### config.mk
export PLATFORM = sky130hd
export DESIGN_NAME = uart_rx
export DESIGN_NICKNAME = d
export VERILOG_FILES = /design/src/rtl/uart_rx.sv
export SDC_FILE = /design/constraint.sdc
export NUM_CORES = 1
export LEC_CHECK = 0
export BUFFER_PORTS_ARGS = -buffer_cell sky130_fd_sc_hd__buf_4
export CORE_MARGIN = 2
export CORE_UTILIZATION = 53
export DETAILED_ROUTE_END_ITERATION = 12
export PLACE_DENSITY = 0.7
export REMOVE_ABC_BUFFERS = 1
export SYNTH_ARGS = -nofsm -noshare
export SYNTH_HDL_FRONTEND = slang
export SYNTH_SLANG_ARGS = --single-unit
### constraint.sdc
create_clock -name clk -period 1.9 [get_ports clk]
set_input_delay 0 -clock clk [delete_from_list [all_inputs] [get_ports clk]]
set_output_delay 0 -clock clk [all_outputs]
set_load 0.03 [all_outputs]
### src/rtl/uart_rx.sv
// Purpose: 8N1 UART receiver with a 2-flop input synchronizer, mid-bit sampling and framing-error detection.
// Latency: rx_valid/frame_err pulse one cycle after the mid-stop-bit sample (edge on rx_s + CPB/2 + 9*CPB + 1).
// Backpressure: none; rx_data is overwritten by each good frame and rx_valid is a single-cycle strobe.
module uart_rx #(
  parameter int CPB = 50000000 / 115200
) (
  input  logic       clk,
  input  logic       rst_n,
  input  logic       rx,
  output logic [7:0] rx_data,
  output logic       rx_valid,
  output logic       rx_busy,
  output logic       frame_err
);

  localparam logic [15:0] HALF_LAST = 16'(CPB / 2 - 1);
  localparam logic [15:0] BIT_LAST  = 16'(CPB - 1);

  typedef enum logic [1:0] {IDLE, START, DATA, STOP} state_t;

  logic       rx_m;
  logic       rx_s;
  logic       rx_d;
  logic [1:0] sync_fill;
  logic       armed;
  state_t     state;
  logic [15:0] cnt;
  logic [2:0] bit_idx;
  logic [7:0] shreg;

  // Synchronize the pin and arm edge detection only once a genuine high has reached rx_s,
  // so the reset value of the synchronizer never masquerades as a start edge.
  always_ff @(posedge clk or negedge rst_n) begin
    if (!rst_n) begin
      rx_m      <= 1'b1;
      rx_s      <= 1'b1;
      rx_d      <= 1'b1;
      sync_fill <= 2'b00;
      armed     <= 1'b0;
    end else begin
      rx_m      <= rx;
      rx_s      <= rx_m;
      rx_d      <= rx_s;
      sync_fill <= {sync_fill[0], 1'b1};
      if (sync_fill[1] && rx_s) begin
        armed <= 1'b1;
      end
    end
  end

  // Frame FSM: start-bit qualification at half a bit, data bits every CPB, stop check mid-bit.
  always_ff @(posedge clk or negedge rst_n) begin
    if (!rst_n) begin
      state     <= IDLE;
      cnt       <= 16'd0;
      bit_idx   <= 3'd0;
      shreg     <= 8'h00;
      rx_data   <= 8'h00;
      rx_valid  <= 1'b0;
      frame_err <= 1'b0;
    end else begin
      rx_valid  <= 1'b0;
      frame_err <= 1'b0;
      case (state)
        IDLE: begin
          cnt     <= 16'd0;
          bit_idx <= 3'd0;
          if (armed && rx_d && !rx_s) begin
            state <= START;
          end
        end
        START: begin
          if (cnt == HALF_LAST) begin
            cnt   <= 16'd0;
            state <= rx_s ? IDLE : DATA;
          end else begin
            cnt <= cnt + 16'd1;
          end
        end
        DATA: begin
          if (cnt == BIT_LAST) begin
            cnt     <= 16'd0;
            shreg   <= {rx_s, shreg[7:1]};
            bit_idx <= bit_idx + 3'd1;
            if (bit_idx == 3'd7) begin
              state <= STOP;
            end
          end else begin
            cnt <= cnt + 16'd1;
          end
        end
        STOP: begin
          if (cnt == BIT_LAST) begin
            cnt   <= 16'd0;
            state <= IDLE;
            if (rx_s) begin
              rx_data  <= shreg;
              rx_valid <= 1'b1;
            end else begin
              frame_err <= 1'b1;
            end
          end else begin
            cnt <= cnt + 16'd1;
          end
        end
        default: begin
          state <= IDLE;
          cnt   <= 16'd0;
        end
      endcase
    end
  end

  assign rx_busy = (state != IDLE);

endmodule
==> key figures <==
Status
  • Status: finished, final reports clean

Logic synthesis
  • Mux cell area share after synthesis: a little over a tenth
  • Cells after Synth: ~170
  • Synth Area in Compound Gates: approximately 3.4%
  • Post-synth EDFFs: 0
  • Register area share after synthesis: 54.9%
  • Mapped Area: 0.00206 mm2
  • Synth Area in Simple Gates: 19.1%
  • Adder-cell share of the synthesized area: under 10%
  • Top cell type's share of synthesized area: 51.1%
  • Top cells by area, synth: dfrtp_1, mux2_4, xnor2_1, mux2_2, dfstp_2
  • Unique masters post-synth: 42
  • Yosys warning total: 0
  • Area leader, netlist: dfrtp_1
  • Xor/xnor share of the synthesized area: 5.54%
  • Main synth FF type: dfrtp_1
  • Largest family of logic cells by synthesized area: simple AND/OR/NAND/NOR gates
  • Register bit count reported by yosys: 45
  • Asr flop ratio synth: 100%
  • Avg Cell Area, Syn: between 10 and 15 um2

Finish
  • Fin area: between 0.002 and 0.0025 mm2
  • Fraction of layout cells with a size suffix above 1: 28.9%
  • Final core utilization: 64.8%
  • Ant. Diodes: 0
  • # nets final: 201
  • Layout area overhead: 16.2%

CTS
  • H-tree depth: 2
  • Root buf cell: clkbuf_8
  • Clock slew at reported path FFs: 0.08 ns
  • Buffer count from post-CTS setup fixing: 0
  • Clock sinks: 45
  • Worst-Skew Late Latency: 0.29 ns
  • TritonCTS clock tree: yes
  • Clock buffer depth: 2
  • Num CTS Buffers: 5

Setup path
  • Worst EP required: 2.08 ns
  • CP Class: register to register
  • Worst Path Arrival: 1.96 ns
  • R2R Path Start: cnt[1]$_DFF_PN0_
  • Critical path launch point type: register
  • Reg-to-Reg End: rx_data[6]$_DFFE_PN0P_
  • FF-to-FF setup slack: 0.12 ns
  • Endpoint class of the critical path: register
  • Crit-path max FO: 11
  • Worst reg-to-reg path cell count: 7

Job
  • Max Cap Violations: 0

Power and ir drop
  • Worst vdd ir: approximately 0.5 mV
  • Static leakage: roughly 1.2 nW
  • Power density over the cells: 873 mW/mm2

Min path
  • Hold Crit Class: input pin to async pin

Routing
  • WL per Instance: between 10 and 15 um
  • DRC viols: 0
  • Pre-antenna DRT Iters: 4
  • ANT nets after route: 0
  • 1st-iter DRT viols: 74
  • M1 wire length: 1.57 mm
  • Met2 WL: 1.82 mm
  • Vias/cell: 5.49
  • Total number of vias: 1328
  • WL final: 3.58 mm
  • Max layer used: met4
  • Met3 routed WL: 124 um

Die
  • Die height: 66.3 um
  • Initial core utilization: 55.8%
  • Num rows: 22
  • Die area: 0.00440 mm2
  • Total core area: 0.00369 mm2
  • Die width: approximately 66 um
  • # IOs: 14

GRT
  • Largest net degree at the start of global routing: 46
  • GR Util All Layers: 18.6%
  • Vias in the first global route: 1298
  • Total grt overflow: 0
  • First-pass GRT wire length: slightly above 6 mm
  • Initial antenna violation count: 0

Timing
  • Setup Viol. Count Final: 0
  • Tcrit/Tclk final: 93.6%
  • Slew Limit Fails: 0
  • Max_slew headroom: 63.5%
  • Final worst path period need: 1.78 ns
  • Fin. Hold Viols: 0
  • Achievable Freq: 0.562 GHz
  • Slew @ Worst Pin: 0.547 ns
  • Setup Skew: 0.00380 ns
  • RSZ-0062 raised after global routing: no

Place
  • Dpl hpwl: 2.41 mm
  • Gpl congestion: 0.815
  • IO Port Bufs: 13
  • Post-DP Area: 0.00226 mm2
[layer usage]
metal | track usage (%) | vias up
met5 | 0 | -
met4 | 8.67 | 0
met3 | 5.45 | 7
met2 | 29.0 | 24
met1 | 23.9 | 667
li1 | - | 630
[area by class of cell]
type | instances | area (um2)
well taps | 48 | 60.1
flip-flops and latches | 45 | 1130
inverters | 4 | 15.0
clock buffers | 7 | 96.3
clock inverters | 1 | 5.00
repair buffers | 24 | 210
multi-input cells | 113 | 872
fillers | 295 | 1300
[worst max-delay path: stages, from the launching register on]
cell     delay [ns]
dfrtp_1        0.39
inv_1          0.08
ha_1           0.14
and4b_1        0.20
nand4_2        0.14
buf_12         0.19
nor2_8         0.15
mux2_2         0.36
[state kept, by name, summed over array words and instances, names as in the netlist, named ones only]
name / count
cnt: 16
rx_data: 8
shreg: 8
bit_idx: 3
sync_fill: 2
armed: 1
frame_err: 1
rx_d: 1
rx_m: 1
rx_s: 1
rx_valid: 1
state: 1
[cell families after synthesis]
family / Yosys count
AOI/OAI and AO/OA: 9
xor gates and xnor gates: 13
adders and majority gates: 5
buffers and inverters: 11
DFF: 45
muxes: 17
other: 1
and+or+nand+nor: 68
[Yosys cell counts (2+ instances only)]
library cell / count
dfrtp_1: 42
nor2_1: 17
nand3_1: 11
xnor2_1: 11
nand2_1: 10
mux2_2: 8
mux2_4: 8
ha_1: 5
nor3_1: 5
inv_1: 4
nand4_1: 4
nor4_1: 4
clkbuf_1: 3
dfstp_2: 3
nor2b_1: 3
buf_4: 2
buf_6: 2
nand2b_1: 2
xor2_1: 2
[report_power, final]
part           switching [mW]  internal, mW  leakage (nW)  total [mW]
registers              0.0660          1.02         0.597        1.09
logic                   0.189         0.177         0.518       0.366
clock network           0.303         0.329        0.0542       0.631
total                   0.558          1.53          1.17        2.09
[cell usage in the layout (no fill, tap or decap), types with 2 or more instances in the layout]
cell           Yosys  routed
buf_12             0       2
ha_1               5       5
clkbuf_8           0       7
nor4_1             4       4
inv_1              4       4
nand2b_1           2       2
nor2b_1            3       3
xnor2_1           11      11
nor2_1            17      17
mux2_2             8       8
mux2_4             8       8
dfrtp_1           42      41
dlygate4sd3_1      0       2
nand2_1           10      10
dfstp_2            3       3
buf_4              2      20
xor2_1             2       2
nand4_1            4       4
nor4_4             1       2
nand3_1           11      11
nor3_1             5       5
[worst max path at each step]
stage                            startpoint                     end  slack (ns)  depth (start not counted)
after floorplan           cnt[13]$_DFF_PN0_    shreg[0]$_DFFE_PN0P_       -0.12                          4
after global placement    cnt[13]$_DFF_PN0_  rx_data[5]$_DFFE_PN0P_        0.17                          5
after detailed placement   cnt[1]$_DFF_PN0_  rx_data[6]$_DFFE_PN0P_         0.1                          7
after CTS                 cnt[13]$_DFF_PN0_  rx_data[6]$_DFFE_PN0P_        0.05                          5
after global routing       cnt[1]$_DFF_PN0_  rx_data[6]$_DFFE_PN0P_       0.007                          7
final                      cnt[1]$_DFF_PN0_  rx_data[6]$_DFFE_PN0P_        0.12                          7
[metrics by stage]
stage                     hold WS, ns  setup WS [ns]  std cells  setup TNS, ns  power (mW)
final                           0.237          0.122        242              0        2.09
after global routing            0.285        0.00722        242              0        2.20
after CTS                       0.246         0.0513        242              0        2.11
after detailed placement       0.0258         0.0966        232              0        1.47
after global placement         0.0181          0.168        232              0        1.45
after floorplan                -0.296         -0.122        162         -0.976        1.30
[what timing repair did]
| item | 4_1_cts | 5_1_grt |
|---|---|---|
| endpoints found under the hold margin | 43 | 0 |
| hold buffers | 2 | 0 |
| resized for setup | 0 | 2 |
| setup endpoints to repair | 0 | 8 |
(Power assumes the default switching activity.)
